## config.mk

```make
export PLATFORM = sky130hd
export DESIGN_NAME = clk_div_bank
export DESIGN_NICKNAME = d
export VERILOG_FILES = /design/src/rtl/clk_div_bank.sv
export SDC_FILE = /design/constraint.sdc
export NUM_CORES = 1
export LEC_CHECK = 0
export BUFFER_PORTS_ARGS = -buffer_cell sky130_fd_sc_hd__buf_2
export CORE_MARGIN = 4
export CORE_UTILIZATION = 45
export DETAILED_ROUTE_END_ITERATION = 10
export PLACE_DENSITY = 0.72
export SETUP_SLACK_MARGIN = 0.05
export SLEW_MARGIN = 20
export SYNTH_ARGS = -nofsm -noshare
export SYNTH_HDL_FRONTEND = slang
export SYNTH_SLANG_ARGS = --single-unit
```

## constraint.sdc

```tcl
create_clock -name clk_50 -period 1.53 [get_ports clk_50]
set_input_delay 0.2295 -clock clk_50 [delete_from_list [all_inputs] [get_ports clk_50]]
set_output_delay 0.2295 -clock clk_50 [all_outputs]
set_load 0.1 [all_outputs]
```

## src/rtl/clk_div_bank.sv

```systemverilog
// clk_div_bank: programmable 50%-duty clock dividers with glitch-free retune, stop and phase resync
module clk_div_bank #(
    parameter int NUM_CH  = 4,
    parameter int CNT_W   = 8,
    parameter int DIV_RST = 1
) (
    input  logic              clk_50,
    input  logic              rst_n,
    input  logic [NUM_CH-1:0] ch_en,
    input  logic              sync,
    input  logic              cfg_valid,
    input  logic [3:0]        cfg_ch,
    input  logic [CNT_W-1:0]  cfg_div,
    output logic              cfg_ready,
    output logic              cfg_err,
    output logic [NUM_CH-1:0] clk_out,
    output logic [NUM_CH-1:0] rise,
    output logic [NUM_CH-1:0] fall
);
    typedef enum logic [1:0] {IDLE, RUN, STOPPING} state_t;
    logic [NUM_CH-1:0] pend_vec;
    logic [15:0]       pend_x;
    logic              cfg_oor, cfg_err_d, cfg_err_q;
    always_comb begin
        pend_x    = 16'(pend_vec);
        cfg_oor   = int'(cfg_ch) >= NUM_CH;
        cfg_ready = cfg_oor || !pend_x[cfg_ch];
        cfg_err_d = cfg_valid && cfg_oor;
    end
    always_ff @(posedge clk_50 or negedge rst_n)
        if (!rst_n) cfg_err_q <= 1'b0;
        else        cfg_err_q <= cfg_err_d;
    assign cfg_err = cfg_err_q;
    for (genvar i = 0; i < NUM_CH; i++) begin : g_ch
        state_t           st_q, st_d;
        logic [CNT_W-1:0] cnt_q, cnt_d, act_q, act_d, shd_q, shd_d;
        logic             pend_q, pend_d, clk_q, clk_d, rise_q, rise_d, fall_q, fall_d;
        logic             run, tgl, wr, stop_now, apply;
        always_comb begin
            run      = st_q != IDLE;
            tgl      = run && cnt_q == act_q;
            wr       = cfg_valid && cfg_ch == 4'(i) && !pend_q;
            // enable dropped while low: stop at once rather than start a new high phase
            stop_now = run && !ch_en[i] && !clk_q;
            apply    = pend_q && (!run || tgl || sync);
            cnt_d    = (!run || sync || stop_now || tgl) ? '0 : cnt_q + 1'b1;
            clk_d    = run && !sync && !stop_now && (clk_q ^ tgl);
            st_d     = !run     ? (ch_en[i] ? RUN : IDLE)
                     : sync     ? (st_q == STOPPING ? IDLE : RUN)
                     : stop_now ? IDLE
                     : ch_en[i] ? RUN
                     : tgl      ? IDLE : STOPPING;
            act_d    = apply ? shd_q : act_q;
            shd_d    = wr ? cfg_div : shd_q;
            pend_d   = apply ? 1'b0 : (wr || pend_q);
            rise_d   = clk_d && !clk_q;
            fall_d   = !clk_d && clk_q;
        end
        always_ff @(posedge clk_50 or negedge rst_n)
            if (!rst_n) begin
                st_q   <= IDLE;
                cnt_q  <= '0;
                act_q  <= CNT_W'(DIV_RST);
                shd_q  <= CNT_W'(DIV_RST);
                pend_q <= 1'b0;
                clk_q  <= 1'b0;
                rise_q <= 1'b0;
                fall_q <= 1'b0;
            end else begin
                st_q   <= st_d;
                cnt_q  <= cnt_d;
                act_q  <= act_d;
                shd_q  <= shd_d;
                pend_q <= pend_d;
                clk_q  <= clk_d;
                rise_q <= rise_d;
                fall_q <= fall_d;
            end
        assign pend_vec[i] = pend_q;
        assign clk_out[i]  = clk_q;
        assign rise[i]     = rise_q;
        assign fall[i]     = fall_q;
    end
endmodule

```

Word level (Yosys, flattened, before mapping)
Index checks and enable logic that the tools add are counted.
- input port bits: 20
- word-level logic and storage cells: 193
- register bits after elaboration: 121
- output and inout port bits: 14
- equal/unequal tests: 11
- bitwise logic cells: 4
- reductions and logical operators: 101
- order comparisons: 2
- add/subtract/negate cells: 4
- muxes and demuxes: 38
- operators with widths (kind ; count):
    $logic_and A1 B1 Y1 ; 45
    $mux W2 ; 20
    $add A8 B1 Y8 const B ; 4
    $eq A8 B8 Y1 ; 4
    $mux W8 ; 4
    $logic_not A1 Y1 ; 26
    $logic_or A1 B1 Y1 ; 25
    $mux W1 ; 13
    $eq A2 B2 Y1 const B ; 4
    $eq A4 B2 Y1 const B ; 2
    $reduce_bool A2 Y1 ; 4
    $lt A4 B5 Y1 const B ; 1
    $bmux W1 S4 ; 1
    $eq A4 B1 Y1 const B ; 1
    $ge A4 B3 Y1 const B ; 1
    $logic_not A4 Y1 ; 1
    $xor A1 B1 Y1 ; 4

Depth between registers and ports, before layout
- word-level depth: 8
- depth in mapped cells: 5

Worst setup path after synthesis
Ideal clock, no wire load.
- path type: register to output
- start: register g_ch[3].pend_q
- end: output port cfg_ready
- arrival time: 1667 ps
- buffers on the path: 1
- stages on the path, launching flop included: 4
- path slack: -367 ps
- required time: 1300 ps
- cell sequence: dfrtp_1 -> clkbuf_1 -> mux4_2 -> nand2_1
- word-level cells in the longest chain between the ends: 4
- RTL lines (item ; RTL line ; text):
    from (decl) ; 37 ; logic pend_q, pend_d, clk_q, clk_d, rise_q, rise_d, fall_q, fall_d;
    from (signal assigned) ; 74 ; pend_q <= pend_d;
    $bmux W1 S4 ; 27 ; cfg_ready = cfg_oor || !pend_x[cfg_ch];
    $mux W1 (implied by the code) ; 27 ;
    $logic_not A1 Y1 ; 27 ;
    $logic_or A1 B1 Y1 ; 27 ;
    to (decl) ; 14 ; output logic cfg_ready,
Every way passes these cells. The select of a mux whose other input is x is not followed.

Worst setup path after layout
Ends and elaborated chain as after synthesis.

==> results.tsv <==
stage	metric	value	unit
cts	tritoncts.num_buffers	17	
global_routing	vias_in_the_first_global_route	4715	
synth	synth.yosys.warnings	0	
route	drtIter0Drc	290	
synth	synth-seq-area-share	0.526	
cts	cts.htree.levels	4	
timing	timing.slew.headroom	0.322	
critical_path	end_kind	output port	
cells_and_area	finalNetCount	677	
synth	synthesis.area_per_instance	11.0	um^2
critical_path	crit_slowest_cell	sky130_fd_sc_hd__mux4_2	
critical_path	critPathLaunchType	flip-flop	
floorplan	initial_standard_cell_utilization_of_the_core	0.458	
placed_design	detailed_place_hpwl	8.61	mm
timing	post-route-worst-setup-slack	-357	ps
outcome	violated_checks	setup timing	
critical_path	timing.critical_path.arrival	1660	ps
synth	asyncSetResetFlopFracSynth	1.00	
cells_and_area	post-route-util	0.640	
hold_path	worst_hold_path.endpoint	g_ch[3].st_q[0]	
timing	fmaxAchievable	530	MHz
critical_path	reg2reg_depth	6	
critical_path	crit_required	1300	ps
synth	synth_top_cell_by_area	sky130_fd_sc_hd__dfrtp_1	
hold_path	holdCritPathClass	input pin to flip-flop	
placed_design	io_buffer_count	33	
cells_and_area	fillers	952	
route	drt.antenna.violating_nets	0	
placed_design	placement.cell_area	6500	um^2
timing	fin_crit	1890	ps
pwr	irDropWorstVdd	852	uV
synth	synth.area.top_cells	sky130_fd_sc_hd__dfrtp_1, sky130_fd_sc_hd__o211ai_1, sky130_fd_sc_hd__xnor2_1	
synth	synthDistinctLibCells	37	
cts	cts.sink_count	121	
pwr	leakage_power	3.54	nW
timing	layout_worst_path_cycle_share	1.23	
floorplan	num_rows	41	
cells_and_area	proportion_of_layout_cells_with_a_drive_suffix_above_1	0.419	
critical_path	timing.critical_path.max_delay_family	multiplexers	
global_routing	globalRouteOverflowTotal	0	
global_routing	wire_length_of_the_first_global_routing_pass	23.3	mm
synth	synth_top_flop_cell	sky130_fd_sc_hd__dfrtp_1	
critical_path	max_stage_delay	560	ps
timing	finalSetupViolCount	62	
cts	clock_path_buffers	2	
critical_path	reg2reg_to	g_ch[0].act_q[6]	
timing	worst_clock_skew	8.71	ps
pwr	power_density	1090	nW/um^2
timing	grt_setup_unrepaired	yes	
cells_and_area	antenna_cells	0	
cts	cts_tree	yes	
route	vias	4716	
global_routing	gr-usage-all-layers	0.201	
hold_path	hp-start	ch_en[3]	
floorplan	die_width	121	um
cts	clk_latency	420	ps
cells_and_area	fin_area	8070	um^2
synth	yosysTopAreaCellShare	0.489	
route	post-route-drc-count	0	
global_routing	grt_max_degree	50	
route	vias_per_cell	5.63	
critical_path	timing.setup.critical_path_class	flip-flop to output port	
synth	synth_area	5780	um^2
synth	post_synth_inst_count	525	
hold_path	hold_depth	2	
cts	cts.clk_slew.worst_paths	60	ps
placed_design	post-place-cells	757	
timing	maxSlewViolCount	0	
critical_path	timing.critical_path.fanout_max	3	
critical_path	cp_num_buf_inv	1	
flow_run	drv_cap	0	
cells_and_area	fin_cells	838	
outcome	outcome	finished with violations	
critical_path	setup.reg_to_reg.worst_slack	-190	ps
cts	clock_root_buffer	sky130_fd_sc_hd__clkbuf_16	
floorplan	pin_count	34	
synth	synth-edff-count	0	
cells_and_area	layout-area-overhead-vs-synth	39.6	%
route	drt-pass1-iter-count	5	
synth	commonest_cells_in_the_synthesized_netlist	sky130_fd_sc_hd__dfrtp_1, sky130_fd_sc_hd__nand2_1, sky130_fd_sc_hd__o211ai_1	
timing	worst_pin_slew	1010	ps
critical_path	rr_startpoint	g_ch[0].cnt_q[6]	
floorplan	dieHeight	121	um
global_routing	number_of_antenna_violations_at_the_first_check_in_global_routing	0	
pwr	power.total	8.77	mW
synth	mappedNetlistNets	549	
route	drt-wirelength-per-cell	18.7	um
floorplan	floorplan_die_area	14700	um^2
placed_design	dp_worst_setup_slack	-156	ps
synth	synth_most_common_cell	sky130_fd_sc_hd__dfrtp_1	
synth	number_of_storage_elements_in_the_synthesis_netlist	121	
critical_path	cp.depth	3	
floorplan	coreArea	12600	um^2
route	totalWireLength	15.7	mm
timing	final-hold-violation-count	0	
critical_path	timing.critical_path.cells	mux4_2 > nand2_8 > buf_12	
placed_design	routabilityCongestion	0.807	
-- repair_timing --
| item | CTS | global route |
|---|---|---|
| hold buffers | 1 | 0 |
| gates resized for setup | 55 | 83 |
| endpoints found under the hold margin | 92 | 0 |
| pin swaps | 71 | 68 |
| cloned | 6 | 2 |
| setup endpoints to repair | 76 | 88 |
| buffers inserted | 23 | 21 |
-- layout make-up --
cell class	instances	area, um^2	area share
clock inverter	8	92.6	0.0115
inverter	8	30.0	0.00372
clock buffer	24	502	0.0622
timing repair buffer	141	1160	0.144
tap	172	215	0.0267
multi-input combinational	364	3030	0.376
sequential	121	3040	0.377
-- layout by cell type, fill, tap and decap left out, types with 9 or more instances in the layout --
cell                        instances
sky130_fd_sc_hd__buf_2             27
sky130_fd_sc_hd__nor2_1             9
sky130_fd_sc_hd__nor3_2            21
sky130_fd_sc_hd__dfrtp_1          112
sky130_fd_sc_hd__buf_4             78
sky130_fd_sc_hd__xor2_1            18
sky130_fd_sc_hd__xnor2_1           31
sky130_fd_sc_hd__o211ai_1          64
sky130_fd_sc_hd__nand3_1           17
sky130_fd_sc_hd__buf_6             31
sky130_fd_sc_hd__mux2_4            16
sky130_fd_sc_hd__nand4_1            9
sky130_fd_sc_hd__mux2_1            16
sky130_fd_sc_hd__clkbuf_16         17
sky130_fd_sc_hd__nand2_1           69
-- per-stage QoR --
step | setup TNS [ps] | hold slack (ps)
final | -5940 | 62.8
after global routing | -9560 | 73.5
after CTS | -1630 | 59.2
after detailed placement | -5320 | 99.0
after global placement | -2840 | 102
after floorplan | 0 | -66.1
-- worst register-to-register path, cell delays in order, from the launching register on --
cell and delay (ps):
sky130_fd_sc_hd__dfrtp_1 400, sky130_fd_sc_hd__xnor2_1 250, sky130_fd_sc_hd__nand4_1 240, sky130_fd_sc_hd__buf_4 220, sky130_fd_sc_hd__buf_6 100, sky130_fd_sc_hd__o21a_4 210, sky130_fd_sc_hd__o211ai_1 210
-- registers in the layout, summed over array words and instances, names as in the netlist --
signal,count
cfg_err,1
g_ch.shd_q,32
g_ch.pend_q,4
g_ch.act_q,32
g_ch.cnt_q,32
g_ch.st_q,8
g_ch.rise_q,4
g_ch.clk_q,4
g_ch.fall_q,4
-- cells by family after synthesis --
kind of cell             Yosys count  synth area share
AND/OR/NAND/NOR                  179             0.152
flip-flops                       121             0.526
AO/OA/AOI/OAI                     88             0.112
XOR/XNOR                          56            0.0848
buffers and inverters             44            0.0407
multiplexers                      33            0.0766
adder cells (fa/ha/maj)            4           0.00866
-- power breakdown --
group / leakage (nW) / total, mW / internal, mW / switching (mW)
Combinational: 1.78 / 1.02 / 0.518 / 0.505
Sequential: 1.47 / 3.74 / 3.52 / 0.215
Clock: 0.296 / 4.01 / 2.60 / 1.42
-- worst max-delay path by stage --
stage,start,to
finish,g_ch[3].pend_q,cfg_ready
global route,g_ch[3].pend_q,cfg_ready
CTS,g_ch[3].pend_q,cfg_ready
detailed placement,cfg_ch[3],g_ch[0].shd_q[6]
global placement,cfg_ch[3],g_ch[1].shd_q[7]
floorplan,g_ch[3].pend_q,cfg_ready
-- routing by layer --
layer	part of all wire	track usage	wire length [um]	up-vias
met4	0.035	0.0980	557	0
met3	0.045	0.0415	713	47
met1	0.42	0.268	6580	2372
met2	0.50	0.313	7850	168
met5	0	0	0	-
li1	-	-	-	2129
(Power assumes the default switching activity.)
